## config.mk

```make
export PLATFORM = sky130hd
export DESIGN_NAME = oser16_train_tx
export DESIGN_NICKNAME = d
export VERILOG_FILES = /design/src/rtl/oser16_train_tx.sv
export SDC_FILE = /design/constraint.sdc
export NUM_CORES = 1
export LEC_CHECK = 0
export CAP_MARGIN = 25
export CORE_UTILIZATION = 35
export DETAILED_ROUTE_END_ITERATION = 16
export PLACE_DENSITY = 0.66
export SLEW_MARGIN = 20
export SYNTH_ARGS = -nofsm -noshare
export SYNTH_HDL_FRONTEND = slang
export SYNTH_SLANG_ARGS = --single-unit
```

## constraint.sdc

```tcl
create_clock -name pclk -period 2.1 [get_ports pclk]
set_input_delay 0.21 -clock pclk [delete_from_list [all_inputs] [get_ports pclk]]
set_output_delay 0.21 -clock pclk [all_outputs]
set_load 0.1 [all_outputs]
```

## src/rtl/oser16_train_tx.sv

```systemverilog
// oser16_train_tx: transmit-side link trainer for an OSER16 serializer.
// Sends TRAIN_PAT until the far-end calibration flag is stable, then payload.
// A watchdog, a training request or loss of cal send the link back to training.
// Optional feature macro: OSER16_TX_STAT_EN adds the retrain_cnt statistics output.
module oser16_train_tx #(
  parameter int            FW        = 8,
  parameter logic [FW-1:0] TRAIN_PAT = 8'b0101_0101,
  parameter logic [FW-1:0] IDLE_PAT  = 8'b0000_1111,
  parameter int            HOLD_MIN  = 16,
  parameter int            STABLE    = 8,
  parameter int            RECAL_LEN = 4,
  parameter int            WD_W      = 12
) (
  input  logic          pclk,
  input  logic          rst,
  input  logic          cal,
  input  logic          train_req,
  input  logic [FW-1:0] din,
  input  logic          din_valid,
  output logic          din_ready,
  output logic [FW-1:0] d,
  output logic          recal,
  output logic          link_up,
`ifdef OSER16_TX_STAT_EN
  output logic [7:0]    retrain_cnt,
`endif
  output logic [2:0]    state
);

  localparam int HW = $clog2(HOLD_MIN + 1);
  localparam int SW = $clog2(STABLE + 1);
  localparam int RW = (RECAL_LEN > 1) ? $clog2(RECAL_LEN) : 1;
  localparam logic [HW-1:0]   HOLD_MAX = HW'(HOLD_MIN);
  localparam logic [SW-1:0]   STB_LAST = SW'(STABLE - 1);
  localparam logic [RW-1:0]   REC_LAST = RW'(RECAL_LEN - 1);
  localparam logic [WD_W-1:0] WD_MAX   = '1;

  typedef enum logic [2:0] {
    S_IDLE    = 3'd0,
    S_TRAIN   = 3'd1,
    S_CONFIRM = 3'd2,
    S_DATA    = 3'd3,
    S_RECAL   = 3'd4
  } st_t;

  st_t            st, st_n;
  logic           cal_m, cal_s;
  logic [3:0]     idle_cnt;
  logic [HW-1:0]  hold_cnt;
  logic [SW-1:0]  stb_cnt;
  logic [RW-1:0]  rec_cnt;
  logic [WD_W-1:0] wd_cnt;
  logic           enter_recal, enter_train;

  assign state     = st;
  assign link_up   = (st == S_DATA);
  assign din_ready = (st == S_DATA);
  assign recal     = (st == S_RECAL);

  assign enter_recal = (st != S_RECAL) && (st_n == S_RECAL);
  assign enter_train = (st != S_TRAIN) && (st_n == S_TRAIN);

  // Two-flop synchroniser for the asynchronous cal flag.
  always_ff @(posedge pclk or posedge rst) begin
    if (rst) begin
      cal_m <= 1'b0;
      cal_s <= 1'b0;
    end else begin
      cal_m <= cal;
      cal_s <= cal_m;
    end
  end

  // State register.
  always_ff @(posedge pclk or posedge rst) begin
    if (rst) st <= S_IDLE;
    else     st <= st_n;
  end

  // Next-state logic; train_req wins in the active states, qualifying cal beats the watchdog.
  always_comb begin
    st_n = st;
    case (st)
      S_IDLE:    if (idle_cnt == 4'd9) st_n = S_TRAIN;
      S_TRAIN: begin
        if (train_req)                          st_n = S_RECAL;
        else if (cal_s && hold_cnt == HOLD_MAX) st_n = S_CONFIRM;
        else if (wd_cnt == WD_MAX)              st_n = S_RECAL;
      end
      S_CONFIRM: begin
        if (train_req)                st_n = S_RECAL;
        else if (!cal_s)              st_n = S_TRAIN;
        else if (stb_cnt == STB_LAST) st_n = S_DATA;
        else if (wd_cnt == WD_MAX)    st_n = S_RECAL;
      end
      S_DATA: begin
        if (train_req)   st_n = S_RECAL;
        else if (!cal_s) st_n = S_TRAIN;
      end
      S_RECAL:   if (rec_cnt == REC_LAST) st_n = S_TRAIN;
      default:   st_n = S_IDLE;
    endcase
  end

  // Phase counters; the watchdog saturates so a late expiry can never wrap.
  always_ff @(posedge pclk or posedge rst) begin
    if (rst) begin
      idle_cnt <= '0;
      hold_cnt <= '0;
      stb_cnt  <= '0;
      rec_cnt  <= '0;
      wd_cnt   <= '0;
    end else begin
      idle_cnt <= (st == S_IDLE && st_n == S_IDLE) ? idle_cnt + 4'd1 : '0;
      stb_cnt  <= (st == S_CONFIRM && st_n == S_CONFIRM) ? stb_cnt + 1'b1 : '0;
      rec_cnt  <= (st == S_RECAL && st_n == S_RECAL) ? rec_cnt + 1'b1 : '0;
      if (enter_recal || enter_train)
        hold_cnt <= '0;
      else if (st == S_TRAIN && hold_cnt != HOLD_MAX)
        hold_cnt <= hold_cnt + 1'b1;
      if (enter_recal || st == S_DATA || st == S_IDLE)
        wd_cnt <= '0;
      else if ((st == S_TRAIN || st == S_CONFIRM) && wd_cnt != WD_MAX)
        wd_cnt <= wd_cnt + 1'b1;
    end
  end

  // Output word: payload path keyed on the current DATA state so the last accepted
  // word still goes out; otherwise the pattern of the state being entered.
  always_ff @(posedge pclk or posedge rst) begin
    if (rst)
      d <= '0;
    else if (st == S_DATA)
      d <= din_valid ? din : IDLE_PAT;
    else if (st_n == S_IDLE)
      d <= '0;
    else
      d <= TRAIN_PAT;
  end

`ifdef OSER16_TX_STAT_EN
  // Retrain statistics: every RECAL entry and every DATA->TRAIN drop, saturating.
  always_ff @(posedge pclk or posedge rst) begin
    if (rst)
      retrain_cnt <= '0;
    else if ((enter_recal || (st == S_DATA && st_n == S_TRAIN)) && retrain_cnt != 8'hFF)
      retrain_cnt <= retrain_cnt + 8'd1;
  end
`endif

endmodule

```

After elaboration in Yosys (flattened, before gate mapping)
Cells that the tools add are included.
{"block": "word_totals", "register_bits": 40, "wordCells": 67, "output_inout_bits": 14}
{"block": "op_classes", "eq_ne": 16, "add_sub_neg": 5, "n_reduce_logical": 16, "n_mux": 21}
{"op": "2-to-1 mux 3 bit", "n": 10}
{"op": "2-to-1 mux 12 bit", "n": 2}
{"op": "2-to-1 mux 8 bit", "n": 2}
{"op": "one-hot mux 3 bit (5 select lines)", "n": 1}
{"op": "adder 12 x 1 -> 12 bit, second input constant", "n": 1}
{"op": "== test 12 bit, second input constant", "n": 1}
{"op": "inequality test 12 bit, second input constant", "n": 1}
{"op": "2-to-1 mux 5 bit", "n": 2}
{"op": "== test 3 x 2 -> 1 bit, second input constant", "n": 3}
{"op": "adder 4 x 1 -> 4 bit, second input constant", "n": 2}
{"op": "logical AND 1 bit", "n": 8}
{"op": "2-to-1 mux 4 bit", "n": 2}
{"op": "2-to-1 mux 7 bit", "n": 1}
{"op": "== test 3 x 1 -> 1 bit, second input constant", "n": 2}
{"op": "== test 3 bit, second input constant", "n": 2}
{"op": "zero test 3 bit", "n": 2}
{"op": "adder 5 x 1 -> 5 bit, second input constant", "n": 1}
{"op": "== test 5 bit, second input constant", "n": 1}
{"op": "inequality test 5 bit, second input constant", "n": 1}
{"op": "== test 4 x 3 -> 1 bit, second input constant", "n": 1}
{"op": "== test 4 bit, second input constant", "n": 1}
{"op": "logical OR 1 bit", "n": 4}
{"op": "nonzero test 2 bit", "n": 2}
{"op": "inequality test 3 x 1 -> 1 bit, second input constant", "n": 1}
{"op": "4 further kinds", "n": 4}

Longest topological paths before layout
Gate-level depths: netlist of run 1.
{"block": "logic_depth", "depth_word": 11, "mapped_depth": 9, "depth_no_buf": 8}

Least setup slack after synthesis of run 1
Ideal clock, no wire load.
{"block": "synth_path", "path_type": "flip-flop to flip-flop", "start": "reg st[1], in the netlist state[1]", "end": "reg d[4]", "arrival_time_ps": 2782, "synth_period_minus_slack_ps": 2940, "setup_slack_ps": -840, "required_ps": 1942, "stages_incl_launch_ff": 10, "path_cell_list": "dfrtp_1 buf_2 nor2_1 nand2_1 inv_1 a32oi_1 o31ai_1 a21oi_4 nor3b_4 o21ai_1"}
{"block": "synth_between", "word_cells_on_any_way": 19, "cone_classes": "eq/ne (4); mux (13); reduce/logical (2)"}
{"item": "from (decl)", "line_no": "46", "text": "st_t st, st_n;"}
{"item": "from (signal assigned)", "line_no": "77", "text": "else st <= st_n;"}
{"item": "== test 3 bit"}
{"item": "named net recal", "line_no": "22", "text": "output logic recal,"}
{"item": "one-hot mux 3 bit (5 select lines)", "line_no": "83", "text": "case (st)"}
{"item": "zero test 3 bit", "line_no": "135", "text": "else if (st_n == S_IDLE)"}
{"item": "2-to-1 mux 7 bit", "line_no": "135"}
{"item": "2-to-1 mux 8 bit", "line_no": "133", "text": "else if (st == S_DATA)"}
{"item": "to (signal assigned)", "line_no": "134", "text": "d <= din_valid ? din : IDLE_PAT;"}
{"item": "to (decl)", "line_no": "21", "text": "output logic [FW-1:0] d,"}
The timed path passes the listed nets, and every way through them passes these cells.
A chain may end at the register's enable or synchronous reset.

Final worst setup path of run 1
{"block": "layout_path", "start": "reg wd_cnt[0]", "end": "reg hold_cnt[3]"}
{"block": "layout_between", "elab_chain_cells": 10, "word_cells_on_any_way": 15, "cone_classes": "eq/ne (3); mux (8); reduce/logical (4)"}
{"item": "from (decl)", "line_no": "52", "text": "logic [WD_W-1:0] wd_cnt;"}
{"item": "from (signal assigned)", "line_no": "124", "text": "wd_cnt <= wd_cnt + 1'b1;"}
{"item": "== test 12 bit (*)", "line_no": "88, 94"}
{"item": "2-to-1 mux 3 bit (*)", "line_no": "88, 94"}
{"item": "2-to-1 mux 3 bit", "line_no": "93", "text": "else if (stb_cnt == STB_LAST) st_n = S_DATA;"}
{"item": "2-to-1 mux 3 bit", "line_no": "92", "text": "else if (!cal_s) st_n = S_TRAIN;"}
{"item": "2-to-1 mux 3 bit", "line_no": "91", "text": "if (train_req) st_n = S_RECAL;"}
{"item": "one-hot mux 3 bit (5 select lines) (*)", "line_no": "83"}
{"item": "== test 3 bit / == test 3 x 1 -> 1 bit (equally long branches)", "line_no": "60, 61"}
{"item": "logical AND 1 bit, on equally long branches", "line_no": "60, 61"}
{"item": "logical OR 1 bit (*)", "line_no": "117", "text": "if (enter_recal || enter_train)"}
{"item": "2-to-1 mux 5 bit / nonzero test 2 bit (equally long branches)"}
{"item": "to (signal assigned)", "line_no": "120", "text": "hold_cnt <= hold_cnt + 1'b1;"}
{"item": "to (decl)", "line_no": "49", "text": "logic [HW-1:0] hold_cnt;"}
Every way passes the cells marked *; elsewhere a longest branch is shown, timed or not.

==> impl_metrics.toml, run 1 <==
[status]
run_status = "completed"

[logic_synthesis]
synth_edf_count = 0
synthTopCellsByCount = "dfrtp_1, nor2_1, nand2_1"
synth-simple-area-share_pct = 26.2
synth_compound_area_share_pct = 7.31
ys_seq_area_share_pct = 50.0
synthMuxAreaShare_pct = 0.500
ys_ff_latch = 40
synth_fp_nets = 217
yosys.area_share.xor_xnor_pct = 7.87
yosys.area.top_type = "dfrtp_1"
ys.warnings.count = 0
syn_avg_cell_area_sq_um = 10.2
synth.top_cell.area_share_pct = 50.0
ys_top_cells_by_area = "dfrtp_1, nor2_1, xor2_1"
syn_inst = 197
yosysMostFrequentCell = "dfrtp_1"
synth_top_family_by_area = "simple AND/OR/NAND/NOR gates"
syn_area_sq_um = 2000
synthFlopType = "dfrtp_1"
synthAdderAreaFrac_pct = 4.38
synth.distinct_cells = 39
async_flop_share_pct = 100

[timing]
slew_viol_final = 0
finalSetupViolCount = 0
finalCriticalPeriod_ps = 2020
rsz0062_at_grt = "true"
period_share_pct = 96.4
relSlewSlack_pct = 70.1
clock_skew_ps = 11.3
fmax_mhz = 494
worst_pin_slew_ps = 447
hold_viol = 0

[floorplanning]
dieWidth_microns = 77.6
initial_core_util_pct = 36.4
rows = 27
die_area_sq_um = 6030
die_y_microns = 77.6
core_sq_um = 5510
ios = 27

[detailed_routing]
vias_per_cell = 4.89
vias = 1530
drtIter0Drc = 51
drc = 0
postRouteAntennaNets = 0
drt_first_pass_iters = 4
wl_microns = 3920
post_drt_wl_per_cell_microns = 12.5

[power_and_ir_drop]
leakagePower_nw = 1.16
fin_total_pwr_w = 0.00208
ir_drop_uv = 513
p_per_area_nw_per_um2 = 798

[clock_network]
cts_tree = "done"
clock_latency_ps = 290
clk_pin_slew_worst_paths_ps = 70
htree_levels = 2
cts_inserted_buffers = 5
cts-root-buf = "clkbuf_8"
clock-sinks = 40
cts_buffer_depth = 2

[global_routing]
grt-ovfl-total = 0
grt_max_degree = 22
grt_pass1_vias = 1441
track_usage_pct = 14.1
grt_first_pass_wirelength_microns = 6620
grt_antenna_before_repair = 0

[critical_path]
crit_path_end_kind = "register"
critPathKind = "register to register"
cp_max_fo = 6
required_ps = 2300
crit_path_start_kind = "register"
arrival_ps = 2220
rrSetupSlack_ps = 80

[final_layout]
syn_to_final_growth_pct = 30.2
stdcell_count = 313
final_util_pct = 47.4
drive_gt1_share_pct = 26.1
stdcell_area_sq_um = 2610
antenna_cells = 0
nets = 260

[placement]
dp_hpwl_microns = 2920
io_buffers = 26
place_congestion = 0.790
placedCellCount = 300
dpl_cell_area_sq_um = 2440

[worst_hold_path]
hold_path_class = "primary input to asynchronous set/reset pin"

[run]
max-cap-violations = 0
flip-flops by register name, indices dropped and copies added, names as in the netlist:
register,cells
wd_cnt,12
d,8
hold_cnt,5
idle_cnt,4
stb_cnt,4
state,3
rec_cnt,2
cal_m,1
cal_s,1
area by class of cell:
type	count	area, sq um
multi-input cells	140	988
flip-flops and latches	40	1010
well taps	72	90.1
clock buffers	6	72.6
fillers	539	2900
inverters	11	48.8
repair buffers	42	383
clock inverters	2	12.5
per-layer routing:
layer | GRT usage (%) | vias up | share of wire [%] | routed length, microns
met5 | 0 | - | 0 | 0
met4 | 5.47 | 0 | 1.4 | 55
met3 | 4.12 | 7 | 3.9 | 151
met2 | 21.8 | 22 | 47 | 1840
met1 | 18.5 | 743 | 48 | 1870
li1 | - | 758 | - | -
final timing paths:
check	startpoint	to	cells after the start
min	rst	d[5]	2
min reg2reg	cal_m	cal_s	0
max reg2reg	wd_cnt[0]	hold_cnt[3]	8
min in group pclk	cal_m	cal_s	0
max in group asynchronous	rst	hold_cnt[1]	3
max	wd_cnt[0]	hold_cnt[3]	8
stage by stage:
step	hold slack [ps]	setup TNS (ps)	setup slack, ps
CTS	158	0	56.7
detailed placement	336	0	62.8
global placement	336	0	124
finish	150	0	76.0
global route	170	-120	-31.9
floorplan	241	-4210	-356
cell usage in the layout (no fill, tap or decap), types with 2 or more instances in the layout:
cell             synthesis  layout
nor3b_4                  2       2
buf_4                    2      27
nor4_2                   2       2
nand3_1                 10      10
dfrtp_1                 40      37
inv_1                   11       9
xnor2_1                  7       7
nor3_1                   9       9
clkdlybuf4s50_1          0      12
o21ai_1                  3       2
and3_1                   3       3
buf_12                   0       3
xor2_1                  11      11
dfrtp_4                  0       3
nand2_1                 15      14
ha_1                     7       6
o21ai_0                  2       2
nand4_1                  5       5
o31ai_2                  0       2
nor2_1                  28      27
and2_1                   2       2
or3_1                    3       2
clkbuf_8                 0       5
a21oi_1                  8       8
clkinvlp_4               0       3
nor2b_1                  3       2
logic make-up after synthesis:
logic type	after synthesis
flip-flops	40
multiplexers	1
XOR/XNOR	18
AO/OA/AOI/OAI	22
AND/OR/NAND/NOR	92
adder cells (fa/ha/maj)	7
buffers and inverters	17
repair_timing:
| item | in CTS | in global routing |
|---|---|---|
| hold buffers | 0 | 0 |
| setup buffers | 0 | 5 |
| setup endpoints to repair | 0 | 13 |
| endpoints found under the hold margin | 0 | 0 |
| gates resized for setup | 0 | 7 |
power by group:
part,switching [W],leakage (nW),internal (W)
Combinational,0.000395,0.579,0.000248
Clock,0.000259,0.0412,0.000232
Sequential,0.0000822,0.538,0.000864
critical path: stages, from the launching register on:
cell and delay (ps):
dfrtp_1 380, ha_2 200, nand3_2 90, or3_4 410, a21o_1 210, a21oi_4 250
nor4_4 70, buf_4 160, o31ai_1 170
(Power assumes the default switching activity.)
==> run 2: changes to the inputs <==
--- a/config.mk
+++ b/config.mk
@@ -5,7 +5,6 @@
 export SDC_FILE = /design/constraint.sdc
 export NUM_CORES = 1
 export LEC_CHECK = 0
-export CAP_MARGIN = 25
 export CORE_UTILIZATION = 35
 export DETAILED_ROUTE_END_ITERATION = 16
 export PLACE_DENSITY = 0.66
==> results of run 2 <==
No change in the layout: final DEF, timing and power equal those of run 1.
==> run 3: changes to the inputs <==
--- a/config.mk
+++ b/config.mk
@@ -5,9 +5,9 @@
 export SDC_FILE = /design/constraint.sdc
 export NUM_CORES = 1
 export LEC_CHECK = 0
-export CORE_UTILIZATION = 35
+export CORE_UTILIZATION = 45
 export DETAILED_ROUTE_END_ITERATION = 16
-export PLACE_DENSITY = 0.66
+export PLACE_DENSITY = 0.78
 export SLEW_MARGIN = 20
 export SYNTH_ARGS = -nofsm -noshare
 export SYNTH_HDL_FRONTEND = slang
==> impl_metrics.toml, run 3 (synthesized netlist as in run 1, its figures left out) <==
[critical_path]
cpMaxStageDelayCell = "dfrtp_4"
path_common_cell = "buf_4"
crit_path_start_kind = "register"
critPathKind = "register to output port"
required_ps = 1890
arrival_ps = 1850
cp_max_fo = 7
path_cells = "buf_4, nor2b_1, buf_4, nand2_1, clkinvlp_4, buf_12"
crit_path_end_kind = "output port"
max_stage_delay_ps = 520

[final_layout]
stdcell_area_sq_um = 2590
register_area_sq_um = 1010
final_common_cell = "dfrtp_1"
multi_input_area_sq_um = 968
n_fill_cell = 322
drive_gt1_share_pct = 25.8
largest_register = "wd_cnt"
stdcell_count = 290
largest_reg_flops = 12
antenna_cells = 0
final_cell_mix = "dfrtp_1, nor2_1, buf_4, nand2_1, clkdlybuf4s50_1"
nets = 259
syn_to_final_growth_pct = 29.6
reg_top3 = "wd_cnt x12, d x8, hold_cnt x5"

[timing]
rsz0062_at_grt = "true"
finalCriticalPeriod_ps = 2060
hold_viol = 0
setup_tns_ps = 0
worst_slack_ps = 40.7
relSlewSlack_pct = 67.9
hold_ws_ps = 343
fmax_mhz = 486
slew_viol_final = 0
period_share_pct = 98.1
clock_skew_ps = 3.98
finalSetupViolCount = 0
worst_pin_slew_ps = 482

[floorplanning]
die_y_microns = 68.7
core_sq_um = 4140
die_area_sq_um = 4720
dieWidth_microns = 68.7
rows = 23
ios = 27
initial_core_util_pct = 48.3

[clock_network]
cts_hold_buf = 0
clock-sinks = 40
clk_pin_slew_worst_paths_ps = 70
cts-root-buf = "clkbuf_8"
htree_levels = 2
clock_latency_ps = 290
cts_tree = "done"
cts_buffer_depth = 2
cts_inserted_buffers = 5

[placement]
dp_hpwl_microns = 2740
place_congestion = 0.883
io_buffers = 26
pre_cts_slack_ps = 42.5
placedCellCount = 278
dpl_cell_area_sq_um = 2410

[global_routing]
grt_max_degree = 41
grt_antenna_before_repair = 0
track_usage_pct = 16.6
grt_first_pass_wirelength_microns = 5800
grt-ovfl-total = 0
grt_pass1_vias = 1344

[detailed_routing]
wl_microns = 3780
drt_first_pass_iters = 4
postRouteAntennaNets = 0
vias = 1503
drtIter0Drc = 63
post_drt_wl_per_cell_microns = 13.0
vias_per_cell = 5.18
drc = 0

[worst_hold_path]
hold_path_class = "primary input to asynchronous set/reset pin"

[power_and_ir_drop]
leakagePower_nw = 1.17
ir_drop_uv = 488
p_per_area_nw_per_um2 = 861

[status]
run_status = "completed"

[run]
max-cap-violations = 0
run 3: per-layer routing:
layer  vias to the layer above  wire length (microns)  global-route usage [%]
li1                        756                      -                       -
met1                       719                   1860                    23.0
met2                        23                   1750                    25.1
met3                         5                    125                    4.44
met4                         0                     38                    5.36
met5                         -                      0                       0
run 3: worst paths after layout:
kind                          start         end  slack, ps  cells after the start
setup reg to reg           state[2]        d[6]        100                      8
min in group pclk             cal_m       cal_s        360                      0
hold reg to reg               cal_m       cal_s        360                      0
setup / recovery           state[0]     link_up         40                      6
max in group asynchronous       rst    state[0]       1390                      3
hold / removal                  rst  stb_cnt[2]        340                      3
run 3: power breakdown:
group | internal, W | switching (W)
logic | 0.000227 | 0.000393
clock network | 0.000419 | 0.000252
registers | 0.000864 | 0.0000789
total | 0.00151 | 0.000724
run 3: worst max-delay path: cells and delay by family, from the launching register on:
kind / cells / cell delay [ps]
and+or+nand+nor: 2 / 300
buffers and inverters: 4 / 730
DFF: 1 / 520
run 3: final cells by class:
| class | instances | share of cell area (%) |
|---|---|---|
| inverter | 11 | 1.88 |
| sequential | 40 | 39.1 |
| timing repair buffer | 41 | 14.5 |
| clock buffer | 7 | 3.71 |
| tap | 50 | 2.41 |
| clock inverter | 1 | 1.16 |
| multi-input combinational | 140 | 37.3 |
run 3: timing repair:
item / in CTS / in global routing
resized for setup: 0 / 6
endpoints found under the setup margin: 0 / 13
setup buffers: 0 / 4
run 3: metrics by stage:
step           total power [W]  utilization [%]
2_1_floorplan          0.00141                -
3_3_place_gp           0.00155             58.3
3_5_place_dp           0.00156             58.3
4_1_cts                0.00223             61.3
5_1_grt                0.00236             62.6
6_report               0.00223             62.6
